File: config.mk
export PLATFORM = sky130hd
export DESIGN_NAME = gpio_port
export DESIGN_NICKNAME = d
export VERILOG_FILES = /design/src/rtl/gpio_port_pkg.sv /design/src/rtl/gpio_sync_edge.sv /design/src/rtl/gpio_port.sv
export SDC_FILE = /design/constraint.sdc
export NUM_CORES = 1
export LEC_CHECK = 0
export BUFFER_PORTS_ARGS = -buffer_cell sky130_fd_sc_hd__buf_2
export CORE_ASPECT_RATIO = 0.7
export CORE_MARGIN = 2
export CORE_UTILIZATION = 60
export DETAILED_ROUTE_END_ITERATION = 12
export PLACE_DENSITY = 0.82
export SYNTH_ARGS = -nofsm -noshare
export SYNTH_HDL_FRONTEND = slang
export SYNTH_HIERARCHICAL = 1
export SYNTH_SLANG_ARGS = --single-unit
File: constraint.sdc
create_clock -name clk -period 2.2 [get_ports clk]
set_clock_uncertainty 0.15 [all_clocks]
set_input_delay 0.22 -clock clk [delete_from_list [all_inputs] [get_ports clk]]
set_output_delay 0.22 -clock clk [all_outputs]
set_load 0.02 [all_outputs]
File: src/rtl/gpio_port_pkg.sv
// Shared constants for the GPIO peripheral: register indices, address
// field layout and the lane-count ceiling.
package gpio_port_pkg;

  localparam int ADDR_W     = 5;
  localparam int REG_IDX_W  = 3;
  localparam int LANE_W     = 2;
  localparam int MAX_NBYTES = 4;

  typedef enum logic [REG_IDX_W-1:0] {
    REG_OUT  = 3'd0,
    REG_DIR  = 3'd1,
    REG_IN   = 3'd2,
    REG_IEN  = 3'd3,
    REG_EPOL = 3'd4,
    REG_EANY = 3'd5,
    REG_IFLG = 3'd6,
    REG_RSVD = 3'd7
  } reg_idx_e;

  // Register index lives in the upper address bits.
  function automatic reg_idx_e reg_index(input logic [ADDR_W-1:0] a);
    return reg_idx_e'(a[ADDR_W-1:LANE_W]);
  endfunction

  // Byte lane lives in the lower address bits.
  function automatic logic [LANE_W-1:0] lane_index(input logic [ADDR_W-1:0] a);
    return a[LANE_W-1:0];
  endfunction

endpackage

File: src/rtl/gpio_sync_edge.sv
// Input synchroniser for a pin vector plus a previous-value flop, giving
// the synchronised level and single-cycle rise/fall strobes per bit.
module gpio_sync_edge
  import gpio_port_pkg::*;
#(
  parameter int W           = 8,
  parameter int SYNC_STAGES = 2
) (
  input  logic         clk,
  input  logic         reset,
  input  logic [W-1:0] d,
  output logic [W-1:0] s,
  output logic [W-1:0] rise,
  output logic [W-1:0] fall
);

  // Stage 0 samples the asynchronous pins; the last stage is the safe level.
  logic [SYNC_STAGES-1:0][W-1:0] chain_reg;
  logic [W-1:0]                  prev_reg;

  // Shift the pins through the synchroniser and keep one cycle of history.
  always_ff @(posedge clk) begin
    if (reset) begin
      chain_reg <= '0;
      prev_reg  <= '0;
    end else begin
      chain_reg <= {chain_reg[SYNC_STAGES-2:0], d};
      prev_reg  <= chain_reg[SYNC_STAGES-1];
    end
  end

  assign s = chain_reg[SYNC_STAGES-1];

  genvar gi;
  generate
    for (gi = 0; gi < W; gi++) begin : g_bit
      assign rise[gi] =  s[gi] & ~prev_reg[gi];
      assign fall[gi] = ~s[gi] &  prev_reg[gi];
    end
  endgenerate

endmodule

File: src/rtl/gpio_port.sv
// Bus-attached GPIO peripheral: byte-lane register file, per-bit direction,
// synchronised inputs, edge-detect flags (W1C) and a level irq.
module gpio_port
  import gpio_port_pkg::*;
#(
  parameter  int NBYTES      = 1,
  parameter  int SYNC_STAGES = 2,
  localparam int W           = 8 * NBYTES
) (
  input  logic              clk,
  input  logic              reset,
  input  logic              cs,
  input  logic              we,
  input  logic [ADDR_W-1:0] addr,
  input  logic [7:0]        din,
  output logic [7:0]        dout,
  output logic              irq,
  input  logic [W-1:0]      gpio_i,
  output logic [W-1:0]      gpio_o,
  output logic [W-1:0]      gpio_oe
);

  // The arming counter stops at SYNC_STAGES+1, by which point the
  // synchroniser and previous-value flop hold real pin data.
  localparam int               ARM_W    = $clog2(SYNC_STAGES + 2);
  localparam logic [ARM_W-1:0] ARM_DONE = ARM_W'(SYNC_STAGES + 1);

  logic [W-1:0] out_reg,  out_next;
  logic [W-1:0] dir_reg,  dir_next;
  logic [W-1:0] ien_reg,  ien_next;
  logic [W-1:0] epol_reg, epol_next;
  logic [W-1:0] eany_reg, eany_next;
  logic [W-1:0] iflg_reg, iflg_next;
  logic [7:0]   dout_reg, dout_next;
  logic         irq_reg,  irq_next;
  logic [ARM_W-1:0] arm_cnt_reg, arm_cnt_next;

  logic         armed;
  logic         wr_en;
  logic         rd_en;
  reg_idx_e     reg_idx;
  logic [LANE_W-1:0] lane_idx;
  logic [W-1:0] lane_mask;
  logic [W-1:0] din_rep;
  logic [W-1:0] w1c;
  logic [W-1:0] sync_s, sync_rise, sync_fall, edge_evt;
  logic [W-1:0] rd_word;
  logic [MAX_NBYTES-1:0][7:0] rd_lane;

  assign wr_en    = cs & we;
  assign rd_en    = cs & ~we;
  assign reg_idx  = reg_index(addr);
  assign lane_idx = lane_index(addr);

  gpio_sync_edge #(
    .W           (W),
    .SYNC_STAGES (SYNC_STAGES)
  ) u_sync (
    .clk   (clk),
    .reset (reset),
    .d     (gpio_i),
    .s     (sync_s),
    .rise  (sync_rise),
    .fall  (sync_fall)
  );

  // Lanes beyond NBYTES have no mask bits (writes vanish) and read as zero.
  genvar gi;
  generate
    for (gi = 0; gi < MAX_NBYTES; gi++) begin : g_lane
      if (gi < NBYTES) begin : g_present
        assign lane_mask[8*gi +: 8] = {8{lane_idx == LANE_W'(gi)}};
        assign din_rep[8*gi +: 8]   = din;
        assign rd_lane[gi]          = rd_word[8*gi +: 8];
      end else begin : g_absent
        assign rd_lane[gi] = 8'h00;
      end
    end
  endgenerate

  // EANY takes priority over EPOL when choosing which edges count.
  assign edge_evt = (eany_reg & (sync_rise | sync_fall)) |
                    (~eany_reg & ((epol_reg & sync_rise) | (~epol_reg & sync_fall)));

  assign armed = (arm_cnt_reg == ARM_DONE);

  // Byte-lane writes into the register file; IFLG writes become a clear mask.
  always_comb begin
    out_next  = out_reg;
    dir_next  = dir_reg;
    ien_next  = ien_reg;
    epol_next = epol_reg;
    eany_next = eany_reg;
    w1c       = '0;
    if (wr_en) begin
      case (reg_idx)
        REG_OUT:  out_next  = (out_reg  & ~lane_mask) | (din_rep & lane_mask);
        REG_DIR:  dir_next  = (dir_reg  & ~lane_mask) | (din_rep & lane_mask);
        REG_IEN:  ien_next  = (ien_reg  & ~lane_mask) | (din_rep & lane_mask);
        REG_EPOL: epol_next = (epol_reg & ~lane_mask) | (din_rep & lane_mask);
        REG_EANY: eany_next = (eany_reg & ~lane_mask) | (din_rep & lane_mask);
        REG_IFLG: w1c       = din_rep & lane_mask;
        default:  ;
      endcase
    end
  end

  // Flags: a new event beats a simultaneous clear; events are ignored until armed.
  always_comb begin
    iflg_next    = (iflg_reg & ~w1c) | (armed ? edge_evt : '0);
    irq_next     = |(iflg_reg & ien_reg);
    arm_cnt_next = armed ? arm_cnt_reg : arm_cnt_reg + 1'b1;
  end

  // Read mux: select the register, then the byte lane; dout holds otherwise.
  always_comb begin
    rd_word = '0;
    case (reg_idx)
      REG_OUT:  rd_word = out_reg;
      REG_DIR:  rd_word = dir_reg;
      REG_IN:   rd_word = sync_s;
      REG_IEN:  rd_word = ien_reg;
      REG_EPOL: rd_word = epol_reg;
      REG_EANY: rd_word = eany_reg;
      REG_IFLG: rd_word = iflg_reg;
      default:  rd_word = '0;
    endcase
    dout_next = rd_en ? rd_lane[lane_idx] : dout_reg;
  end

  // State register for the whole peripheral.
  always_ff @(posedge clk) begin
    if (reset) begin
      out_reg     <= '0;
      dir_reg     <= '0;
      ien_reg     <= '0;
      epol_reg    <= '0;
      eany_reg    <= '0;
      iflg_reg    <= '0;
      dout_reg    <= '0;
      irq_reg     <= 1'b0;
      arm_cnt_reg <= '0;
    end else begin
      out_reg     <= out_next;
      dir_reg     <= dir_next;
      ien_reg     <= ien_next;
      epol_reg    <= epol_next;
      eany_reg    <= eany_next;
      iflg_reg    <= iflg_next;
      dout_reg    <= dout_next;
      irq_reg     <= irq_next;
      arm_cnt_reg <= arm_cnt_next;
    end
  end

  assign gpio_o  = out_reg;
  assign gpio_oe = dir_reg;
  assign dout    = dout_reg;
  assign irq     = irq_reg;

endmodule

==> flow_summary_export.csv, run 1 <==
group,metric,value,unit
outcome,outcome,"completed",
clock_tree,htreeDepth,3,
die,num_rows,24,
global_routing,grt_pass1_vias,2863,
clock_tree,cts_buffers,9,
die,io-pin-count,50,
detailed_routing,vias_per_cell,5.831,
worst_setup_path,slowest_stage,"nor2b_1",
finish,fin_cells,514,
yosys,synth_edf_count,0,
detailed_routing,vias,2997,
worst_setup_path,cp_top_family,"simple AND/OR/NAND/NOR gates",
global_routing,grt_pass1_wl,14210,um
yosys,synth-seq-cells,83,
worst_setup_path,cp.arrival,1760,ps
placement,hpwlAfterDp,5905,um
sta,final.setup.tns,0,ps
worst_setup_path,crit_buf_inv,2,
worst_setup_path,cp.required,2290,ps
yosys,synthFlopType,"dfxtp_1",
die,core_area,0.006126,mm^2
pwr,peakVddDrop,0.5266,mV
worst_setup_path,r2r_slack,710,ps
worst_setup_path,worstPathMaxFanout,9,
yosys,synth_nets,406,
sta,grt_setup_unrepaired,"no",
placement,port_buffers,49,
yosys,yosysSeqAreaShare,44.31,%
global_routing,grt_util_all_layers,26.37,%
detailed_routing,drt_iter0_drc,228,
sta,tightest_slew,685.7,ps
placement,dpl.cell_count,491,
pwr,power.density,673.0,mW/mm^2
sta,maxSlewViolCount,0,
clock_tree,clkSlewWorstSetupHoldPaths,80,ps
yosys,synth_top_cell_by_area,"dfxtp_1",
die,die_h,70.14,um
pwr,power,2.883,mW
worst_setup_path,startpoint_type,"input port",
yosys,synthCells,380,
die,die_width,98.49,um
die,die_area,0.006908,mm^2
min_path,hold_path_class,"in -> reg",
sta,min_period,1668,ps
finish,n_antenna_cell,0,
worst_setup_path,path_cells,"buf_2 > nor2b_1 > nor3b_2 > buf_4 > mux2i_1 > nor2_1",
global_routing,met2_usage,44.37,%
yosys,yosys_warnings,6,
worst_setup_path,critPathMaxStageDelay,560,ps
finish,layout.nets,458,
clock_tree,ctsResizeCount,0,
min_path,min_from,"din[6]",
global_routing,grt_overflow,0,
yosys,syn_avg_cell_area,9.868,um^2
placement,place.gp.congestion,0.8614,
clock_tree,clk_latency,360,ps
global_routing,gr-usage-met1,33.55,%
yosys,synth_cell_types,41,
sta,hold_viol,0,
worst_setup_path,rr_endpoint,"iflg_reg[5]$_SDFF_PP0_",
sta,finalSetupViolations,0,
worst_setup_path,worstRegToRegCells,3,
yosys,async_flop_share,0,%
yosys,synth_top_area_share,44.31,%
global_routing,antenna_found_initial,0,
detailed_routing,post_drt_wl_per_cell,17.05,um
global_routing,grt.met3_usage,6.406,%
yosys,synth_area_leaders,"dfxtp_1 (44%), mux2i_1 (11%), nor2b_1 (4.0%), nor2_1 (3.5%), nor2b_2 (3.3%)",
finish,fillers,520,
worst_setup_path,crit_type,"in -> reg",
global_routing,grt_max_degree,76,
yosys,syn-cell-area,0.003750,mm^2
min_path,hold_depth,3,
finish,drive_above_1_share,24.31,%
detailed_routing,drtAntennaViolNets,0,
clock_tree,clock_path_buffers,2,
sta,max_freq,0.5995,GHz
clock_tree,root_buffer,"clkbuf_8",
finish,area_growth,14.25,%
job,cap_viol_max_count,0,
clock_tree,cts_tree,"yes",
die,start_util,61.21,%
sta,finalCritPeriodShare,75.82,%
detailed_routing,drcViolationCount,0,
global_routing,busiest_layer,"met2",
worst_setup_path,reg2reg_from,"arm_cnt_reg[0]$_SDFFE_PP0P_",
clock_tree,clock_sinks,83,
pwr,p_leak,1.693,nW
worst_setup_path,endpoint_kind,"register",
detailed_routing,wl,8766,um
sta,maxSlewHeadroom,54.19,%
detailed_routing,dr.pass1.iters,7,
[layout make-up]
type | instances | area, um^2 | area share [%]
Multi-Input combinational cell | 255 | 1832 | 42.76
Sequential cell | 83 | 1662 | 38.78
Timing Repair Buffer | 72 | 450.4 | 10.51
Clock buffer | 11 | 151.4 | 3.534
Tap cell | 78 | 97.59 | 2.278
Clock inverter | 4 | 50.05 | 1.168
Inverter | 11 | 41.29 | 0.9638
[per-layer routing]
layer | vias to the layer above | wire length [um]
met5 | - | 0
met4 | 0 | 122
met3 | 15 | 636
met2 | 103 | 4368
met1 | 1445 | 3639
li1 | 1434 | -
[logic make-up after synthesis]
family	Yosys count	synth area share, %
AND/OR/NAND/NOR	129	20.55
XOR/XNOR	1	0.2336
flip-flops	83	44.31
AO/OA/AOI/OAI	75	14.31
adder cells (fa/ha/maj)	1	0.3336
multiplexers	49	13.28
buffers and inverters	42	6.973
[worst max-delay path by stage]
stage | slack [ps] | cells after the start | start | end
floorplan | 650 | 7 | addr[2] | register
global placement | 280 | 6 | addr[4] | register
detailed placement | 190 | 6 | addr[4] | register
CTS | 550 | 6 | addr[4] | register
global route | 330 | 6 | addr[4] | register
finish | 530 | 6 | addr[4] | register
[stage by stage]
step / setup WS [ps] / area [um^2] / utilization (%) / hold WS [ps]
after global routing: 327.3 / 4284 / 69.93 / 32.85
final: 532.0 / 4284 / 69.93 / 18.44
after detailed placement: 187.1 / 4003 / 65.34 / 270.0
after floorplan: 650.7 / 3750 / - / 195.2
after CTS: 546.8 / 4284 / 69.93 / 16.49
after global placement: 281.8 / 4003 / 65.34 / 267.3
[cells in the final DEF (no fill, tap or decap), types with 4 or more instances in the layout]
master          n
dfxtp_1        83
buf_2          49
mux2i_1        43
nor2_1         35
nor2b_1        24
a21oi_1        17
nand2_1        16
nand3_1        14
buf_4          14
nor2b_2        14
inv_1          11
clkbuf_8       11
nand2b_1       10
o21ai_0        10
a22oi_1        10
a22o_1          8
dlygate4sd3_1   8
o21a_1          6
o221ai_1        6
a2bb2oi_1       6
mux2_2          6
o211ai_1        6
and2b_1         4
[cell usage after synthesis, types with 4 or more instances]
cell type  number
buf_2           5
inv_1          11
a22oi_1        10
nor2b_1        24
nand2_1        16
clkbuf_1        5
dfxtp_1        83
buf_4          13
nand3_1        14
a22o_1          8
a21oi_1        17
and2b_1         4
a2bb2oi_1       6
buf_6           4
nor2b_2        14
mux2_2          6
nor2_1         35
nand2b_1       10
mux2i_1        43
o211ai_1        6
o21ai_0        10
o221ai_1        6
o21a_1          6
[worst min-delay path: cells and delay by family]
| kind | cells | cell delay, ps |
|---|---|---|
| compound gates | 1 | 60 |
| simple gates | 1 | 70 |
| buf+inv | 1 | 140 |
[what timing repair did]
item	CTS	global route
setup endpoints to repair	0	0
hold buffers	8	0
hold endpoints to repair	8	0
buffers inserted	0	0
[report_power, final]
group	leakage, nW	internal [mW]	total (mW)	switching (mW)
combinational	0.922	0.0961	0.224	0.128
clock	0.0974	0.578	1.11	0.532
sequential	0.673	1.53	1.55	0.0178
total	1.69	2.20	2.88	0.678
Power figures use the tool's default switching activity.
==> inputs of run 2 (changes only) <==
--- a/config.mk
+++ b/config.mk
@@ -8,9 +8,9 @@
 export BUFFER_PORTS_ARGS = -buffer_cell sky130_fd_sc_hd__buf_2
 export CORE_ASPECT_RATIO = 0.7
 export CORE_MARGIN = 2
-export CORE_UTILIZATION = 60
+export CORE_UTILIZATION = 52
 export DETAILED_ROUTE_END_ITERATION = 12
-export PLACE_DENSITY = 0.82
+export PLACE_DENSITY = 0.75
 export SYNTH_ARGS = -nofsm -noshare
 export SYNTH_HDL_FRONTEND = slang
 export SYNTH_HIERARCHICAL = 1
==> constraint.sdc (replaced) <==
create_clock -name clk -period 1.4 [get_ports clk]
set_clock_uncertainty 0.15 [all_clocks]
set_input_delay 0.14 -clock clk [delete_from_list [all_inputs] [get_ports clk]]
set_output_delay 0.14 -clock clk [all_outputs]
set_load 0.02 [all_outputs]
==> flow_summary_export.csv, run 2 (synthesis results as in run 1) <==
group,metric,value,unit
outcome,outcome,"completed",
global_routing,antenna_found_initial,0,
sta,tightest_slew,391.9,ps
detailed_routing,vias_per_cell,5.436,
finish,fin_area,0.004606,mm^2
sta,holdWs,250.1,ps
clock_tree,htreeDepth,3,
clock_tree,clkSlewWorstSetupHoldPaths,70,ps
worst_setup_path,worstPathMaxFanout,5,
detailed_routing,drtAntennaViolNets,0,
clock_tree,root_buffer,"clkbuf_8",
die,core_area,0.006850,mm^2
clock_tree,clock_path_buffers,2,
sta,setup_slack,50.35,ps
global_routing,grt_pass1_vias,2879,
global_routing,grt_pass1_wl,14080,um
pwr,power,4.424,mW
detailed_routing,dr.pass1.iters,6,
die,die_area,0.007917,mm^2
die,num_rows,25,
sta,max_freq,0.7409,GHz
detailed_routing,post_drt_wl_per_cell,15.71,um
clock_tree,cts_buffers,9,
sta,hold_viol,0,
sta,min_period,1350,ps
placement,dp_slack,-234.9,ps
placement,hpwlAfterDp,6466,um
sta,finalSetupViolations,0,
finish,fillers,538,
placement,place.gp.congestion,0.9596,
sta,maxSlewHeadroom,73.88,%
sta,maxSlewViolCount,0,
finish,n_antenna_cell,0,
placement,placed_area,0.004260,mm^2
worst_setup_path,startpoint_type,"input port",
finish,final_common_cell,"dfxtp_1",
worst_setup_path,r2r_slack,80,ps
detailed_routing,vias,3082,
pwr,power.density,960.6,mW/mm^2
clock_tree,clk_latency,360,ps
global_routing,grt_overflow,0,
min_path,hold_path_class,"in -> reg",
detailed_routing,wl,8909,um
pwr,p_leak,1.878,nW
finish,mostFrequentLayoutCells,"dfxtp_1 (82), buf_2 (49), mux2i_1 (43), buf_4 (43), nor2_1 (35)",
detailed_routing,drt_iter0_drc,158,
die,die_width,105.5,um
worst_setup_path,cp.arrival,1500,ps
worst_setup_path,endpoint_kind,"register",
die,io-pin-count,50,
finish,area_growth,22.82,%
detailed_routing,drcViolationCount,0,
placement,port_buffers,49,
clock_tree,clock_sinks,83,
sta,finalCritPeriodShare,96.40,%
worst_setup_path,cp.required,1550,ps
global_routing,grt_util_all_layers,23.52,%
global_routing,grt_max_degree,75,
clock_tree,cts_tree,"yes",
pwr,peakVddDrop,0.6443,mV
finish,final_core_util,67.23,%
die,die_h,75.05,um
worst_setup_path,crit_type,"in -> reg",
finish,drive_above_1_share,28.75,%
job,cap_viol_max_count,0,
finish,layout.nets,497,
die,start_util,54.74,%
sta,grt_setup_unrepaired,"no",
==> run 2: stage by stage <==
stage                     TNS, ps  instances
after floorplan            -293.9        380
after global placement      -5384        537
final                           0        567
after CTS                       0        567
after global routing            0        567
after detailed placement    -6791        537
==> run 2: worst max-delay path, stage by stage <==
cell and delay [ps]:
dlygate4sd3_1 530, buf_2 170, a311oi_2 310, buf_4 220
a22o_1 130
==> run 2: area by class of cell <==
| cell class | count | area (um^2) | share of cell area [%] |
|---|---|---|---|
| sequential | 83 | 1663 | 36.10 |
| clock buffer | 9 | 123.9 | 2.689 |
| clock inverter | 4 | 45.04 | 0.9780 |
| multi-input combinational | 255 | 1837 | 39.88 |
| tap | 94 | 117.6 | 2.554 |
| timing repair buffer | 111 | 778.2 | 16.90 |
| inverter | 11 | 41.29 | 0.8965 |
==> run 2: metal layers <==
layer	vias to the layer above	GRT usage (%)	share of wire (%)
met5	-	0	0
met4	0	9.503	1.5
met3	15	5.887	4.8
met2	79	40.22	49
met1	1479	29.23	45
li1	1509	-	-
==> run 2: power by group <==
group,switching (mW),total [mW],leakage [nW],internal (mW)
registers,0.0286,2.44,0.674,2.41
clock network,0.779,1.56,0.0906,0.784
logic,0.216,0.425,1.11,0.210
total,1.02,4.42,1.88,3.40
==> run 2: path summary, 6_finish.rpt <==
kind                                       start                     end  cells past startpoint
hold reg to reg   u_sync/chain_reg[2]$_SDFF_PP0_  u_sync/s[2]$_SDFF_PP0_                      1
hold / removal                           addr[3]    dout[3]$_SDFFE_PP0P_                      4
setup reg to reg          u_sync/s[7]$_SDFF_PP0_    dout[7]$_SDFFE_PP0P_                      4
setup / recovery                           reset    dout[4]$_SDFFE_PP0P_                      5
==> run 2: repair_timing <==
item	in CTS	in global routing
hold endpoints to repair	48	0
hold buffers	17	0
endpoints found under the setup margin	0	1
gates resized for setup	0	2
setup buffers	0	0
==> inputs of run 3 (changes only) <==
--- a/config.mk
+++ b/config.mk
@@ -8,9 +8,9 @@
 export BUFFER_PORTS_ARGS = -buffer_cell sky130_fd_sc_hd__buf_2
 export CORE_ASPECT_RATIO = 0.7
 export CORE_MARGIN = 2
-export CORE_UTILIZATION = 52
+export CORE_UTILIZATION = 57
 export DETAILED_ROUTE_END_ITERATION = 12
-export PLACE_DENSITY = 0.75
+export PLACE_DENSITY = 0.78
 export SYNTH_ARGS = -nofsm -noshare
 export SYNTH_HDL_FRONTEND = slang
 export SYNTH_HIERARCHICAL = 1
==> constraint.sdc (replaced) <==
create_clock -name clk -period 1.5 [get_ports clk]
set_clock_uncertainty 0.15 [all_clocks]
set_input_delay 0.15 -clock clk [delete_from_list [all_inputs] [get_ports clk]]
set_output_delay 0.15 -clock clk [all_outputs]
set_load 0.02 [all_outputs]
==> flow_summary_export.csv, run 3 (synthesis results as in run 1) <==
group,metric,value,unit
detailed_routing,dr.pass1.iters,4,
clock_tree,htreeDepth,3,
finish,area_growth,20.42,%
outcome,outcome,"completed",
sta,maxSlewViolCount,0,
die,die_area,0.007254,mm^2
sta,max_freq,0.7373,GHz
finish,layout.nets,487,
global_routing,antenna_found_initial,0,
clock_tree,clkSlewWorstSetupHoldPaths,80,ps
die,io-pin-count,50,
sta,tightest_slew,743.9,ps
global_routing,grt_util_all_layers,25.83,%
detailed_routing,post_drt_wl_per_cell,16.22,um
worst_setup_path,crit_type,"reg -> reg",
finish,final_core_util,71.61,%
pwr,power,4.236,mW
job,cap_viol_max_count,0,
worst_setup_path,endpoint_kind,"register",
detailed_routing,vias_per_cell,5.546,
detailed_routing,wl,8821,um
pwr,p_leak,1.827,nW
worst_setup_path,r2r_slack,140,ps
worst_setup_path,crit_start,"iflg_reg[7]$_SDFF_PP0_",
detailed_routing,drt_iter0_drc,145,
worst_setup_path,crit_end,"dout[7]$_SDFFE_PP0P_",
die,die_h,71.86,um
sta,finalCritPeriodShare,90.42,%
global_routing,grt_pass1_vias,2932,
worst_setup_path,rr_endpoint,"dout[7]$_SDFFE_PP0P_",
sta,setup_slack,143.7,ps
clock_tree,ctsResizeCount,0,
placement,place.gp.congestion,0.8545,
min_path,hold_depth,3,
finish,drive_above_1_share,27.04,%
placement,port_buffers,49,
placement,hpwlAfterDp,6186,um
finish,n_antenna_cell,0,
clock_tree,clk_latency,360,ps
sta,maxSlewHeadroom,50.40,%
detailed_routing,drtAntennaViolNets,0,
worst_setup_path,cp.arrival,1460,ps
die,start_util,59.46,%
global_routing,grt_overflow,0,
worst_setup_path,cp.required,1610,ps
detailed_routing,vias,3017,
global_routing,grt_pass1_wl,14210,um
pwr,power.density,938.1,mW/mm^2
worst_setup_path,worstRegToRegCells,4,
clock_tree,post-cts-setup-buffers,0,
finish,fin_area,0.004516,mm^2
clock_tree,cts_tree,"yes",
sta,finalSetupViolations,0,
clock_tree,clock_path_buffers,2,
sta,grt_setup_unrepaired,"no",
clock_tree,clock_sinks,83,
worst_setup_path,reg2reg_from,"iflg_reg[7]$_SDFF_PP0_",
finish,final_common_cell,"dfxtp_1",
sta,hold_viol,0,
sta,min_period,1356,ps
die,die_width,100.9,um
pwr,peakVddDrop,0.7477,mV
placement,dp_slack,-150.6,ps
global_routing,grt_max_degree,76,
worst_setup_path,worstPathMaxFanout,3,
clock_tree,root_buffer,"clkbuf_8",
min_path,hold_path_class,"in -> reg",
clock_tree,holdBufCountCts,16,
finish,mostFrequentLayoutCells,"dfxtp_1 (83), buf_2 (49), mux2i_1 (43), nor2_1 (35), buf_4 (35)",
worst_setup_path,startpoint_type,"register",
die,core_area,0.006306,mm^2
die,num_rows,24,
detailed_routing,drcViolationCount,0,
placement,placed_area,0.004160,mm^2
clock_tree,cts_buffers,9,
## run 3: cell count changes in the layout (fill, tap and decap cells not counted), sizes merged
cell,previous run,this run
clkbuf,9,12
dlygate4sd3,17,16
buf,94,85
clkinvlp,0,2
clkinv,3,1
## run 3: routing by layer
layer  global-route usage (%)  routed length, um
met1                    33.11               3922
met2                    43.41               4313
met5                        0                  0
met3                    5.268                412
met4                    9.610                173
## run 3: report_power, final
part	internal [mW]	total [mW]	switching (mW)
clock	0.813	1.59	0.779
combinational	0.175	0.371	0.195
sequential	2.25	2.27	0.0276
## run 3: area by class of cell
cell class / count / area [um^2]
inverters: 11 / 41.29
well taps: 78 / 97.59
multi-input cells: 255 / 1832
repair buffers: 101 / 688.2
flip-flops and latches: 83 / 1662
clock buffers: 12 / 145.1
clock inverters: 4 / 50.05
fillers: 512 / 1790
## run 3: critical path: stages, from the launching register on
cell and delay [ps]:
dfxtp_1 330, mux2_2 260, a22oi_1 180, o211ai_1 100, a22o_1 230
## run 3: per-stage QoR
stage          hold WS (ps)  cells  setup TNS, ps
3_5_place_dp          209.6    512          -2594
3_3_place_gp          208.2    512          -1343
6_report              177.7    544              0
2_1_floorplan         125.2    380              0
4_1_cts               171.0    544              0
5_1_grt               185.8    544              0
## run 3: worst min-delay path by stage
stage | to | slack [ps] | start
floorplan | u_sync/chain_reg[7]$_SDFF_PP0_ | 130 | gpio_i[7]
global placement | u_sync/chain_reg[7]$_SDFF_PP0_ | 210 | gpio_i[7]
detailed placement | u_sync/chain_reg[7]$_SDFF_PP0_ | 210 | gpio_i[7]
CTS | register | 170 | reset
global route | register | 190 | reset
finish | register | 180 | reset
